<file path="config.mk">
export PLATFORM = sky130hd
export DESIGN_NAME = tape_ram_loader
export DESIGN_NICKNAME = d
export VERILOG_FILES = /design/src/rtl/tape_ram_loader.sv
export SDC_FILE = /design/constraint.sdc
export NUM_CORES = 1
export LEC_CHECK = 0
export ABC_AREA = 1
export BUFFER_PORTS_ARGS = -buffer_cell sky130_fd_sc_hd__buf_2
export CAP_MARGIN = 0
export CORE_ASPECT_RATIO = 1.4
export CORE_MARGIN = 10
export CORE_UTILIZATION = 40
export DETAILED_ROUTE_END_ITERATION = 8
export PLACE_DENSITY = 0.63
export SLEW_MARGIN = 25
export SYNTH_ARGS = -nofsm -noshare
export SYNTH_HDL_FRONTEND = slang
export SYNTH_SLANG_ARGS = --single-unit
</file>
<file path="constraint.sdc">
create_clock -name clk -period 3.45 [get_ports clk]
set_input_delay 0.1725 -clock clk [delete_from_list [all_inputs] [get_ports clk]]
set_output_delay 0.1725 -clock clk [all_outputs]
set_load 0.005 [all_outputs]
</file>
<file path="src/rtl/tape_ram_loader.sv">
// tape_ram_loader
// Downstream stage of the cached TAP parser. Captures the parser's byte-write
// stream, buffers it in a small FIFO and commits each byte to Oric main RAM
// through a req/ack port shared with the CPU memory arbiter. When every byte
// is committed it pulses load_done and, for load points above AUTORUN_MIN,
// requests a CPU jump to the load point.
//
// Optional build macro: TAPE_LOADER_CHECKSUM_EN adds a modulo-256 checksum
// output covering every byte committed during the current load.
//
// Ports:
//   clk, reset_n      system clock, synchronous active-low reset
//   tape_wr           upstream write strobe (level; may repeat an address)
//   tape_addr/dout    upstream target address / data byte
//   tape_complete     upstream last-byte flag
//   loadpoint         program start address from the TAP header
//   ram_req/ack       RAM write handshake (ack = accepted this cycle)
//   ram_addr/din      RAM write address / data, held while waiting for ack
//   busy              load in progress (STREAM/DRAIN/RUN)
//   overflow          sticky, a byte was dropped on a full FIFO
//   load_done         one-cycle pulse when the load is fully committed
//   run_req/pc/ack    autorun jump request, target and acknowledge
//   checksum          (TAPE_LOADER_CHECKSUM_EN only) sum of committed bytes
module tape_ram_loader #(
    parameter int unsigned FIFO_DEPTH  = 16,
    parameter logic [15:0] AUTORUN_MIN = 16'h0505
) (
    input  logic        clk,
    input  logic        reset_n,
    input  logic        tape_wr,
    input  logic [15:0] tape_addr,
    input  logic [7:0]  tape_dout,
    input  logic        tape_complete,
    input  logic [15:0] loadpoint,
    output logic        ram_req,
    input  logic        ram_ack,
    output logic [15:0] ram_addr,
    output logic [7:0]  ram_din,
    output logic        busy,
    output logic        overflow,
    output logic        load_done,
    output logic        run_req,
    output logic [15:0] run_pc,
    input  logic        run_ack
`ifdef TAPE_LOADER_CHECKSUM_EN
    ,
    output logic [7:0]  checksum
`endif
);

    localparam int unsigned AW = $clog2(FIFO_DEPTH);
    localparam logic [AW:0] FULL_COUNT = (AW + 1)'(FIFO_DEPTH);

    typedef enum logic [1:0] {
        IDLE,
        STREAM,
        DRAIN,
        RUN
    } state_t;

    state_t state;
    state_t next_state;

    logic [23:0]   mem [FIFO_DEPTH];
    logic [AW-1:0] wr_ptr;
    logic [AW-1:0] rd_ptr;
    logic [AW:0]   count;

    logic        last_valid;
    logic [15:0] last_addr;

    logic accept;
    logic full;
    logic push;
    logic pop;
    logic drop;
    logic drain_done;

    // The parser holds tape_wr one extra cycle with an unchanged address;
    // comparing against the last accepted address filters that repeat.
    assign accept     = tape_wr && (!last_valid || (tape_addr != last_addr));
    assign full       = (count == FULL_COUNT);
    assign pop        = ram_req && ram_ack;
    // A pop in the same cycle frees the slot, so a push on full still lands.
    assign push       = accept && (!full || pop);
    assign drop       = accept && full && !pop;
    assign drain_done = (count == '0) && !ram_req;

    // Capture filter
    always_ff @(posedge clk) begin
        if (!reset_n) begin
            last_valid <= 1'b0;
            last_addr  <= '0;
        end else if (accept) begin
            last_valid <= 1'b1;
            last_addr  <= tape_addr;
        end else if (state == IDLE) begin
            last_valid <= 1'b0;
        end
    end

    // FIFO storage (no reset needed; occupancy is tracked by count)
    always_ff @(posedge clk) begin
        if (push) begin
            mem[wr_ptr] <= {tape_addr, tape_dout};
        end
    end

    // FIFO pointers and occupancy
    always_ff @(posedge clk) begin
        if (!reset_n) begin
            wr_ptr <= '0;
            rd_ptr <= '0;
            count  <= '0;
        end else begin
            if (push) begin
                wr_ptr <= wr_ptr + 1'b1;
            end
            if (pop) begin
                rd_ptr <= rd_ptr + 1'b1;
            end
            case ({push, pop})
                2'b10:   count <= count + 1'b1;
                2'b01:   count <= count - 1'b1;
                default: count <= count;
            endcase
        end
    end

    always_ff @(posedge clk) begin
        if (!reset_n) begin
            overflow <= 1'b0;
        end else if (drop) begin
            overflow <= 1'b1;
        end
    end

    // RAM port: the head entry stays in the FIFO until acked and is copied
    // into the output register one cycle after the port goes idle, giving
    // at most one committed byte every two clocks.
    always_ff @(posedge clk) begin
        if (!reset_n) begin
            ram_req  <= 1'b0;
            ram_addr <= '0;
            ram_din  <= '0;
        end else if (pop) begin
            ram_req <= 1'b0;
        end else if (!ram_req && (count != '0)) begin
            ram_req             <= 1'b1;
            {ram_addr, ram_din} <= mem[rd_ptr];
        end
    end

    // Jump target latched alongside the completion flag
    always_ff @(posedge clk) begin
        if (!reset_n) begin
            run_pc <= '0;
        end else if (((state == IDLE) || (state == STREAM)) && tape_complete) begin
            run_pc <= loadpoint;
        end
    end

    // FSM: state register
    always_ff @(posedge clk) begin
        if (!reset_n) begin
            state <= IDLE;
        end else begin
            state <= next_state;
        end
    end

    // FSM: next state
    always_comb begin
        next_state = state;
        case (state)
            IDLE: begin
                if (tape_complete) begin
                    next_state = DRAIN;
                end else if (accept) begin
                    next_state = STREAM;
                end
            end
            STREAM: begin
                if (tape_complete) begin
                    next_state = DRAIN;
                end
            end
            DRAIN: begin
                if (drain_done) begin
                    next_state = (run_pc > AUTORUN_MIN) ? RUN : IDLE;
                end
            end
            RUN: begin
                if (run_ack) begin
                    next_state = IDLE;
                end
            end
            default: next_state = IDLE;
        endcase
    end

    // FSM: outputs
    always_comb begin
        busy      = (state != IDLE);
        run_req   = (state == RUN);
        load_done = (state == DRAIN) && drain_done;
    end

`ifdef TAPE_LOADER_CHECKSUM_EN
    // Only commits made while the load is active are summed, so the value
    // holds steady from load_done until the next load begins.
    always_ff @(posedge clk) begin
        if (!reset_n) begin
            checksum <= '0;
        end else if ((state == IDLE) && (next_state != IDLE)) begin
            checksum <= '0;
        end else if (pop && ((state == STREAM) || (state == DRAIN))) begin
            checksum <= checksum + ram_din;
        end
    end
`endif

endmodule

</file>
==> results of run 1 <==
cell families (layout without fill, tap and decap cells):
kind of cell,Yosys count,in the layout,synth area share
xor+xnor,6,6,0.002861
fa+ha+maj,9,9,0.006539
simple gates,401,401,0.08814
flops,458,458,0.7084
buf+inv,191,322,0.05109
compound gates,445,445,0.1430
layout by cell type, fill, tap and decap left out, types with 2 or more instances in the layout:
| cell type | count |
|---|---|
| edfxtp_1 | 384 |
| nor2_1 | 253 |
| o21ai_0 | 161 |
| o21ai_1 | 99 |
| buf_2 | 90 |
| inv_1 | 88 |
| nand2_1 | 85 |
| dfxtp_1 | 71 |
| o221ai_1 | 68 |
| a21oi_1 | 49 |
| clkbuf_16 | 45 |
| buf_4 | 33 |
| o211ai_1 | 30 |
| o22ai_1 | 29 |
| nand3_1 | 28 |
| dlygate4sd3_1 | 18 |
| nor2_4 | 17 |
| clkbuf_1 | 9 |
| ha_1 | 8 |
| buf_12 | 7 |
| clkinv_1 | 6 |
| bufinv_16 | 6 |
| clkbuf_8 | 6 |
| xor2_1 | 5 |
| inv_2 | 4 |
| nand2_4 | 4 |
| nor3_1 | 4 |
| clkinv_2 | 4 |
| clkinvlp_4 | 3 |
| nor2_2 | 2 |
| nand3_2 | 2 |
| o21a_1 | 2 |
| nand2_2 | 2 |
| a31oi_1 | 2 |
| o21ai_2 | 2 |
| nand4_1 | 2 |
| dfxtp_2 | 2 |
metal layers:
| metal | vias to the layer above | share of wire | global-route usage |
|---|---|---|---|
| met4 | 4 | 0.028 | 0.05912 |
| li1 | 5680 | - | - |
| met5 | - | 0.00069 | 0 |
| met1 | 6003 | 0.41 | 0.2035 |
| met3 | 95 | 0.062 | 0.03055 |
| met2 | 399 | 0.50 | 0.2873 |
cell type report:
cell class / instances / area (um^2) / area share
clock buffers: 60 / 1242 / 0.05860
clock inverters: 18 / 241.5 / 0.01139
inverters: 95 / 364.1 / 0.01717
multi-input cells: 861 / 4541 / 0.2142
flip-flops and latches: 458 / 13020 / 0.6140
well taps: 611 / 764.5 / 0.03606
repair buffers: 149 / 1030 / 0.04857
power breakdown:
group / switching, W / leakage, nW / internal [W] / total [W]
Clock: 0.00197 / 0.717 / 0.00296 / 0.00493
Sequential: 0.000122 / 4.08 / 0.00623 / 0.00635
Combinational: 0.00124 / 2.67 / 0.000599 / 0.00184
flip-flops by register name (all words and copies together) (netlist names):
signal / flops
mem: 384
last_addr: 16
ram_addr: 16
run_pc: 16
ram_din: 8
count: 5
rd_ptr: 4
wr_ptr: 4
state: 2
last_valid: 1
overflow: 1
ram_req: 1
final timing paths:
check	endpoint	cells after the start	startpoint	slack, ns
worst min register to register	last_addr[3]$_SDFFE_PN0P_	2	last_addr[3]$_SDFFE_PN0P_	0.46
worst min-delay path	mem[11][7]$_DFFE_PP_	1	tape_dout[7]	0.02
worst max register to register	mem[12][6]$_DFFE_PP_	12	last_addr[15]$_SDFFE_PN0P_	0.80
worst max-delay path	mem[12][6]$_DFFE_PP_	12	last_addr[15]$_SDFFE_PN0P_	0.80
metrics by stage:
step	cell area [um^2]	std cells	setup WS, ns
global placement	19530	2156	0.7234
floorplan	18370	1510	0.8777
detailed placement	19530	2156	0.6404
global route	21200	2252	0.4965
finish	21200	2252	0.8014
CTS	21200	2252	0.8036
==> reports/metrics.yaml, run 1 <==
critical_path:
  required_ns: 3.70
  crit_family: "simple AND/OR/NAND/NOR gates"
  worstSetupPathType: "flip-flop to flip-flop"
  crit_chain: "inv_1 > nand2_1 > o21ai_1 > inv_1 > nand3_1 > nor2_2 > a21oi_4 > nand2_4 > inv_4 > nand2_1 > nor2_4 > buf_4"
  worstSetupStartpointType: "flip-flop"
  slowest_stage: "nor2_4"
  worstPathArrival_ns: 2.90
  path_max_fanout: 13
  path_buf_inv: 4
  end_kind: "flip-flop"
  crit_path_max_incr_delay_ns: 0.54
die:
  start_util: 0.4060
  fp.dieArea_mm2: 0.05501
  die_w_um: 201.1
  die_h_um: 273.6
  rows: 92
  io_pins: 91
  core_mm2: 0.04524
sta:
  fin_skew_ns: 0.01035
  finalHoldViolations: 0
  fin_crit_sh: 0.7677
  hold_slack_ns: 0.01748
  grt_setup_unrepaired: "false"
  maxSlewHeadroom: 0.3410
  fin_tns_setup_ns: 0
  min_period_ns: 2.649
  drv_slew: 0
  worstMarginPinSlew_ns: 0.9884
  fmax_mhz: 377.6
  setup_viol: 0
clock_tree:
  h-tree-depth: 2
  post_cts_buffers: 0
  hold_buffers: 18
  clk_pin_slew_ns: 0.06
  cts_made_buffers: 42
  cts_max_path_buffers: 3
  clkSinkCount: 458
  cts_tree: "yes"
  clock-root-buffer: "clkbuf_16"
  cts_resized: 0
  insertion_delay_ns: 0.55
power_and_ir_drop:
  power_w: 0.01312
  peakVddDrop_mv: 0.3755
  p_leak_nw: 7.473
  powerDensity_mw_per_mm2: 619.0
detailed_routing:
  first_pass_iters: 5
  dr.first_iter.drc_count: 904
  drt-total-wl_um: 46680
  vias: 12180
  viasPerCell: 5.409
  post_drt_wl_per_cell_um: 20.73
  drcViolationCount: 0
  antenna_left: 0
job:
  max_cap_violations: 0
synthesis:
  synth.top_cell.area_share: 0.6278
  yosysTopAreaCell: "edfxtp_1"
  yosys_warnings: 0
  ys_ff_latch: 458
  synth_enable_flop_cells: 384
  synth_ff_type: "edfxtp_1"
  ys_types: 40
  synthTopCellsByArea: "edfxtp_1 63%, dfxtp_1 8.1%, nor2_1 5.5%"
  synthTopCellsByCount: "384 x edfxtp_1, 269 x nor2_1, 161 x o21ai_0"
  yosysSeqAreaShare: 0.7084
  syn_inst: 1510
  synth.most_common_cell: "edfxtp_1"
  avgSynthCellArea_um2: 12.16
  netlist_area_mm2: 0.01837
  syn-num-nets: 1565
  synthArstFlopShare: 0
global_route:
  grt_max_degree: 172
  antenna_found_initial: 2
  grt.total_usage: 0.1659
  grt_pass1_wl_um: 71320
  grt-ovfl-total: 0
  grt_pass1_vias: 12180
layout:
  fillerInstances: 3879
  layout.nets: 1662
  drive_above_1_share: 0.1438
  fin_util: 0.4687
  area_delta_synth_final_pct: 15.42
  insertedDiodeCount: 0
placement:
  port-buffer-count: 90
  hpwl_um: 26480
  finalWeightedCongestion: 0.7899
min_path:
  hp-class: "primary input to flip-flop"
outcome:
  status: "complete, no violations"
(Power assumes the default switching activity.)
==> run 2: changes to the inputs <==
- PLACE_DENSITY: 0.63 -> 0.65
- clock period: 3.45 -> 2.36 ns (I/O delays scaled with it)
==> reports/metrics.yaml, run 2 (same netlist as run 1, synthesis figures left out) <==
detailed_routing:
  vias: 12420  # +1.9%
  first_pass_iters: 5  # unchanged
  dr.first_iter.drc_count: 1104  # +22%
  antenna_left: 0  # unchanged
  drt-total-wl_um: 47490  # +1.7%
  drcViolationCount: 0  # unchanged
  post_drt_wl_per_cell_um: 20.58  # -0.70%
  viasPerCell: 5.381  # -0.51%
sta:
  fin_crit_sh: 0.9406  # +0.1729
  fin_skew_ns: 0.01935  # +0.008999 ns
  min_period_ns: 2.220  # -0.4288 ns
  setup_viol: 0  # unchanged
  fmax_mhz: 450.5  # +19%
  drv_slew: 0  # unchanged
  finalHoldViolations: 0  # unchanged
  worstMarginPinSlew_ns: 0.5057  # -0.4828 ns
  maxSlewHeadroom: 0.6629  # +0.3218
  fin_tns_setup_ns: 0  # unchanged
  hold_slack_ns: 0.01443  # -0.003049 ns
critical_path:
  crit_path_max_incr_delay_ns: 0.34  # -0.20 ns
  crit_chain: "inv_2 > nand2_2 > nand2_2 > nor2_2 > nand3_2 > nor2_4 > nand2_2 > nand2_4 > nand2_4 > inv_4 > ha_4 > a21o_1 > a31oi_2 > inv_1 > nand4_1 > nand3_1 > nand2_1 > nor2_1"
  worstPathArrival_ns: 2.65  # -0.25 ns
  r2r-start: "last_addr[2]$_SDFFE_PN0P_"
  regToRegEndpoint: "count[4]$_SDFFE_PN0P_"
  path_max_fanout: 3  # -10
  rr_worst_depth: 18  # +6
  required_ns: 2.79  # -0.91 ns
  crit_family: "simple AND/OR/NAND/NOR gates"
  crit_cells: 18  # +6
  worstSetupPathType: "flip-flop to flip-flop"
  end_kind: "flip-flop"
  worstSetupStartpointType: "flip-flop"
  cpMostUsedCell: "nand2_2"
  slowest_stage: "dfxtp_2"
  reg2reg_slack_ns: 0.14  # -0.66 ns
  path_buf_inv: 3  # -1
min_path:
  hold_path_end: "mem[14][15]$_DFFE_PP_"
  hold_path_depth: 2  # +1
  hp-class: "primary input to flip-flop"
  min-delay-start: "tape_addr[7]"
clock_tree:
  insertion_delay_ns: 0.55  # about the same
  cts_max_path_buffers: 3  # unchanged
  clock-root-buffer: "clkbuf_16"
  h-tree-depth: 2  # unchanged
  clk_pin_slew_ns: 0.07  # about the same
  cts_made_buffers: 42  # unchanged
  clkSinkCount: 458  # unchanged
  cts_tree: "yes"
power_and_ir_drop:
  p_leak_nw: 7.789  # +4.2%
  peakVddDrop_mv: 0.6104  # +63%
  powerDensity_mw_per_mm2: 878.1  # +42%
die:
  die_h_um: 273.6  # unchanged
  die_w_um: 201.1  # unchanged
  core_mm2: 0.04524  # unchanged
  fp.dieArea_mm2: 0.05501  # unchanged
  rows: 92  # unchanged
  io_pins: 91  # unchanged
  start_util: 0.4060  # unchanged
global_route:
  grt.total_usage: 0.1683  # +0.002414
  grt_pass1_wl_um: 72740  # +2.0%
  grt_max_degree: 72  # -58%
  grt-ovfl-total: 0  # unchanged
  antenna_found_initial: 3  # +1
  grt_pass1_vias: 12300  # +1.0%
placement:
  dp_cells: 2195  # +1.8%
  finalWeightedCongestion: 0.8102  # +2.6%
  hpwl_um: 29840  # +13%
  port-buffer-count: 90  # unchanged
outcome:
  status: "complete, no violations"
layout:
  largest_reg_flops: 384  # unchanged
  instances_no_fill: 2307  # +2.4%
  final_common_cell: "edfxtp_1"
  insertedDiodeCount: 0  # unchanged
  multi_input_area_mm2: 0.004572  # +0.69%
  fin_util: 0.4847  # +0.01601
  top_register: "mem"
  area_delta_synth_final_pct: 19.37
  layout.nets: 1720  # +3.5%
  layout_common_cells: "384 x edfxtp_1, 251 x nor2_1, 158 x o21ai_0"
  drive_above_1_share: 0.1704  # +0.02659
  seqCellArea_mm2: 0.01302  # about the same
  fillerInstances: 3887  # +0.21%
job:
  max_cap_violations: 0  # unchanged
==> run 2: cell types whose count changed in the layout (fill, tap and decap cells not counted), sizes merged <==
cell,change
buf,+44
clkbuf,-8
clkinv,+6
clkinvlp,-2
dlygate4sd3,+14
inv,+1
==> run 2: cell type report <==
type                            instances  area share
Inverter                               95     0.01672
Timing Repair Buffer                  207     0.08137
Clock inverter                         23     0.01204
Sequential cell                       458      0.5939
Multi-Input combinational cell        861      0.2085
Tap cell                              611     0.03487
Clock buffer                           52     0.05256
==> run 2: worst max path at each step <==
stage | startpoint | to
after floorplan | last_addr[9]$_SDFFE_PN0P_ | mem[10][0]$_DFFE_PP_
after global placement | last_addr[4]$_SDFFE_PN0P_ | count[4]$_SDFFE_PN0P_
after detailed placement | last_addr[4]$_SDFFE_PN0P_ | count[4]$_SDFFE_PN0P_
after CTS | last_addr[4]$_SDFFE_PN0P_ | count[4]$_SDFFE_PN0P_
after global routing | last_addr[2]$_SDFFE_PN0P_ | count[4]$_SDFFE_PN0P_
final | last_addr[2]$_SDFFE_PN0P_ | count[4]$_SDFFE_PN0P_
==> run 2: stage by stage <==
stage                     power (W)  area, um^2  setup WS [ns]
after CTS                   0.01934       21860       0.006158
after floorplan             0.01122       18380        -0.2123
final                       0.01925       21930         0.1402
after global placement      0.01227       20110        0.06279
after detailed placement    0.01234       20110       -0.03644
after global routing        0.02005       21930       -0.02686
==> run 2: timing repair <==
| item | CTS | global route |
|---|---|---|
| buffers inserted | 0 | 5 |
| resized for setup | 2 | 16 |
| hold endpoints to repair | 123 | 0 |
| gates cloned | 0 | 0 |
| pin swaps | 0 | 16 |
| hold buffers | 32 | 0 |
| setup endpoints to repair | 1 | 68 |
==> run 2: layer usage <==
| metal | up-vias | track usage | wire length, um |
|---|---|---|---|
| met5 | - | 0 | 27 |
| met4 | 6 | 0.05492 | 1208 |
| met3 | 75 | 0.03268 | 3341 |
| met2 | 460 | 0.2854 | 23390 |
| met1 | 6080 | 0.2125 | 19520 |
| li1 | 5794 | - | - |
==> run 2: power breakdown <==
group / internal (W) / leakage (nW) / total (W) / switching (W)
sequential: 0.00911 / 4.08 / 0.00930 / 0.000187
clock: 0.00412 / 0.690 / 0.00701 / 0.00289
combinational: 0.00100 / 3.02 / 0.00294 / 0.00194
total: 0.0142 / 7.79 / 0.0193 / 0.00502
==> run 3: changes to the inputs <==
- SETUP_SLACK_MARGIN: unset -> 0.3
==> reports/metrics.yaml, run 3 (same netlist as run 1, synthesis figures left out) <==
outcome:
  status: "complete, no violations"
detailed_routing:
  drt-total-wl_um: 51350  # +8.1%
  post_drt_wl_per_cell_um: 21.85  # +6.2%
  drcViolationCount: 0  # unchanged
  met2_length_um: 26880  # +15%
  routed-wl-met3_um: 3409  # +2.0%
  first_pass_iters: 5  # unchanged
  top_layer_used: "met4"
  antenna_left: 0  # unchanged
  viasPerCell: 5.454  # +1.3%
  wl_met1_um: 19770  # +1.2%
  dr.first_iter.drc_count: 1268  # +15%
  vias: 12820  # +3.2%
placement:
  post_dp_cell_area_mm2: 0.02019  # +0.36%
  pre_cts_ws_ns: 0.03408  # +0.07052 ns
  port-buffer-count: 90  # unchanged
  finalWeightedCongestion: 0.8707  # +7.5%
  hpwl_um: 30460  # +2.1%
  dp_cells: 2196  # +0.046%
job:
  max_cap_violations: 0  # unchanged
critical_path:
  worstSetupStartpointType: "flip-flop"
  crit_family: "buffers and inverters"
  cpMostUsedCell: "buf_6"
  crit_cells: 16  # -2
  required_ns: 2.62  # -0.17 ns
  path_buf_inv: 7  # +4
  slowest_stage: "dfxtp_2"
  path_max_fanout: 6  # +3
  worstSetupPathType: "flip-flop to flip-flop"
  worstPathArrival_ns: 2.53  # -0.12 ns
  crit_path_max_incr_delay_ns: 0.31  # -0.03 ns
  end_kind: "flip-flop"
  rr_worst_depth: 16  # -2
  crit_chain: "inv_2 > nand2_2 > o21ai_2 > nor2_2 > buf_4 > nand2_4 > nor2_4 > buf_6 > a21oi_4 > nand2_4 > clkinv_4 > buf_6 > nand2_8 > buf_6 > nor2_4 > clkbuf_16"
power_and_ir_drop:
  p_leak_nw: 8.146  # +4.6%
  p_comb_frac: 0.163  # +0.010
  internal-power_w: 0.01403  # -1.4%
  pwr-share-seq: 0.487  # +0.004
  clkPwrFrac: 0.351  # -0.013
  switching_share: 0.2691  # +0.008556
  peakVddDrop_mv: 0.5516  # -9.6%
  power_switching_w: 0.005167  # +3.0%
  powerDensity_mw_per_mm2: 842.8  # -4.0%
min_path:
  hold_path_depth: 1  # -1
  hp-class: "primary input to flip-flop"
layout:
  instances_no_fill: 2350  # +1.9%
  final_common_cell: "edfxtp_1"
  drive_above_1_share: 0.2024  # +0.03201
  layout_common_cells: "384 x edfxtp_1, 248 x nor2_1, 158 x o21ai_0"
  layout.nets: 1761  # +2.4%
  area_delta_synth_final_pct: 24.01
  insertedDiodeCount: 0  # unchanged
  top_register: "mem"
  largest_reg_flops: 384  # unchanged
  finalInstanceArea_mm2: 0.02278  # +3.9%
die:
  die_w_um: 201.1  # unchanged
  io_pins: 91  # unchanged
  rows: 92  # unchanged
  fp.dieArea_mm2: 0.05501  # unchanged
  core_mm2: 0.04524  # unchanged
  start_util: 0.4060  # unchanged
  die_h_um: 273.6  # unchanged
clock_tree:
  clkSinkCount: 458  # unchanged
  insertion_delay_ns: 0.55  # about the same
  clock-root-buffer: "clkbuf_16"
  h-tree-depth: 2  # unchanged
  cts_made_buffers: 43  # +2.4%
  cts_tree: "yes"
  cts_max_path_buffers: 3  # unchanged
  clk_pin_slew_ns: 0.06  # about the same
sta:
  maxSlewHeadroom: 0.6716  # +0.008703
  drv_slew: 0  # unchanged
  grt_setup_unrepaired: "true"
  fin_tns_setup_ns: 0  # unchanged
  fmax_mhz: 440.5  # -2.2%
  fin_skew_ns: 0.01889  # -0.0004543 ns
  worstMarginPinSlew_ns: 0.4926  # -0.01306 ns
  fin_crit_sh: 0.9618  # +0.02125
  finalHoldViolations: 0  # unchanged
  min_period_ns: 2.270  # +0.05015 ns
  setup_viol: 0  # unchanged
  fin_ws_ns: 0.09004  # -0.05015 ns
global_route:
  antenna_found_initial: 0  # -3
  grt_pass1_vias: 12670  # +3.0%
  grt.total_usage: 0.1749  # +0.006626
  grt_max_degree: 105  # +46%
  grt_pass1_wl_um: 75760  # +4.2%
  grt-ovfl-total: 0  # unchanged
==> run 3: path summary, 6_finish.rpt <==
path / start / end / slack (ns)
setup / recovery: last_addr[7]$_SDFFE_PN0P_ / mem[14][18]$_DFFE_PP_ / 0.09
hold reg to reg: last_addr[3]$_SDFFE_PN0P_ / last_addr[3]$_SDFFE_PN0P_ / 0.46
setup reg to reg: last_addr[7]$_SDFFE_PN0P_ / mem[14][18]$_DFFE_PP_ / 0.09
hold / removal: tape_dout[5] / mem[12][5]$_DFFE_PP_ / 0.02
==> run 3: metrics by stage <==
stage / hold WS [ns] / utilization / power, W
detailed placement: 0.3470 / 0.4462 / 0.01240
global route: 0.02703 / 0.5035 / 0.01997
global placement: 0.3409 / 0.4462 / 0.01234
CTS: 0.002505 / 0.4902 / 0.01916
floorplan: 0.2169 / - / 0.01123
finish: 0.02448 / 0.5035 / 0.01920
==> run 3: final cells by class <==
class | count | area [um^2]
fill | 3731 | 22460
multi-input combinational | 861 | 4718
clock buffer | 50 | 1145
sequential | 458 | 13030
timing repair buffer | 247 | 2542
clock inverter | 28 | 214.0
tap | 611 | 764.5
inverter | 95 | 369.1
==> run 3: timing repair <==
item,in CTS,in global routing
hold endpoints to repair,144,0
resized for setup,35,47
hold buffers,32,0
pin swaps,15,25
gates cloned,4,13
buffers inserted,11,16
setup endpoints to repair,389,389
==> run 3: per-layer routing <==
metal,vias up,GRT usage
met1,6323,0.2177
met3,81,0.02368
met5,-,0
li1,5883,-
met2,530,0.3103
met4,0,0.05213
==> run 3: power by group through the flow <==
stage	registers, W	logic, W	clock network, W
after CTS	0.00934	0.00301	0.00682
after global placement	0.00950	0.00284	0
final	0.00934	0.00312	0.00673
after global routing	0.00937	0.00345	0.00715
after floorplan	0.00946	0.00177	0
after detailed placement	0.00951	0.00289	0
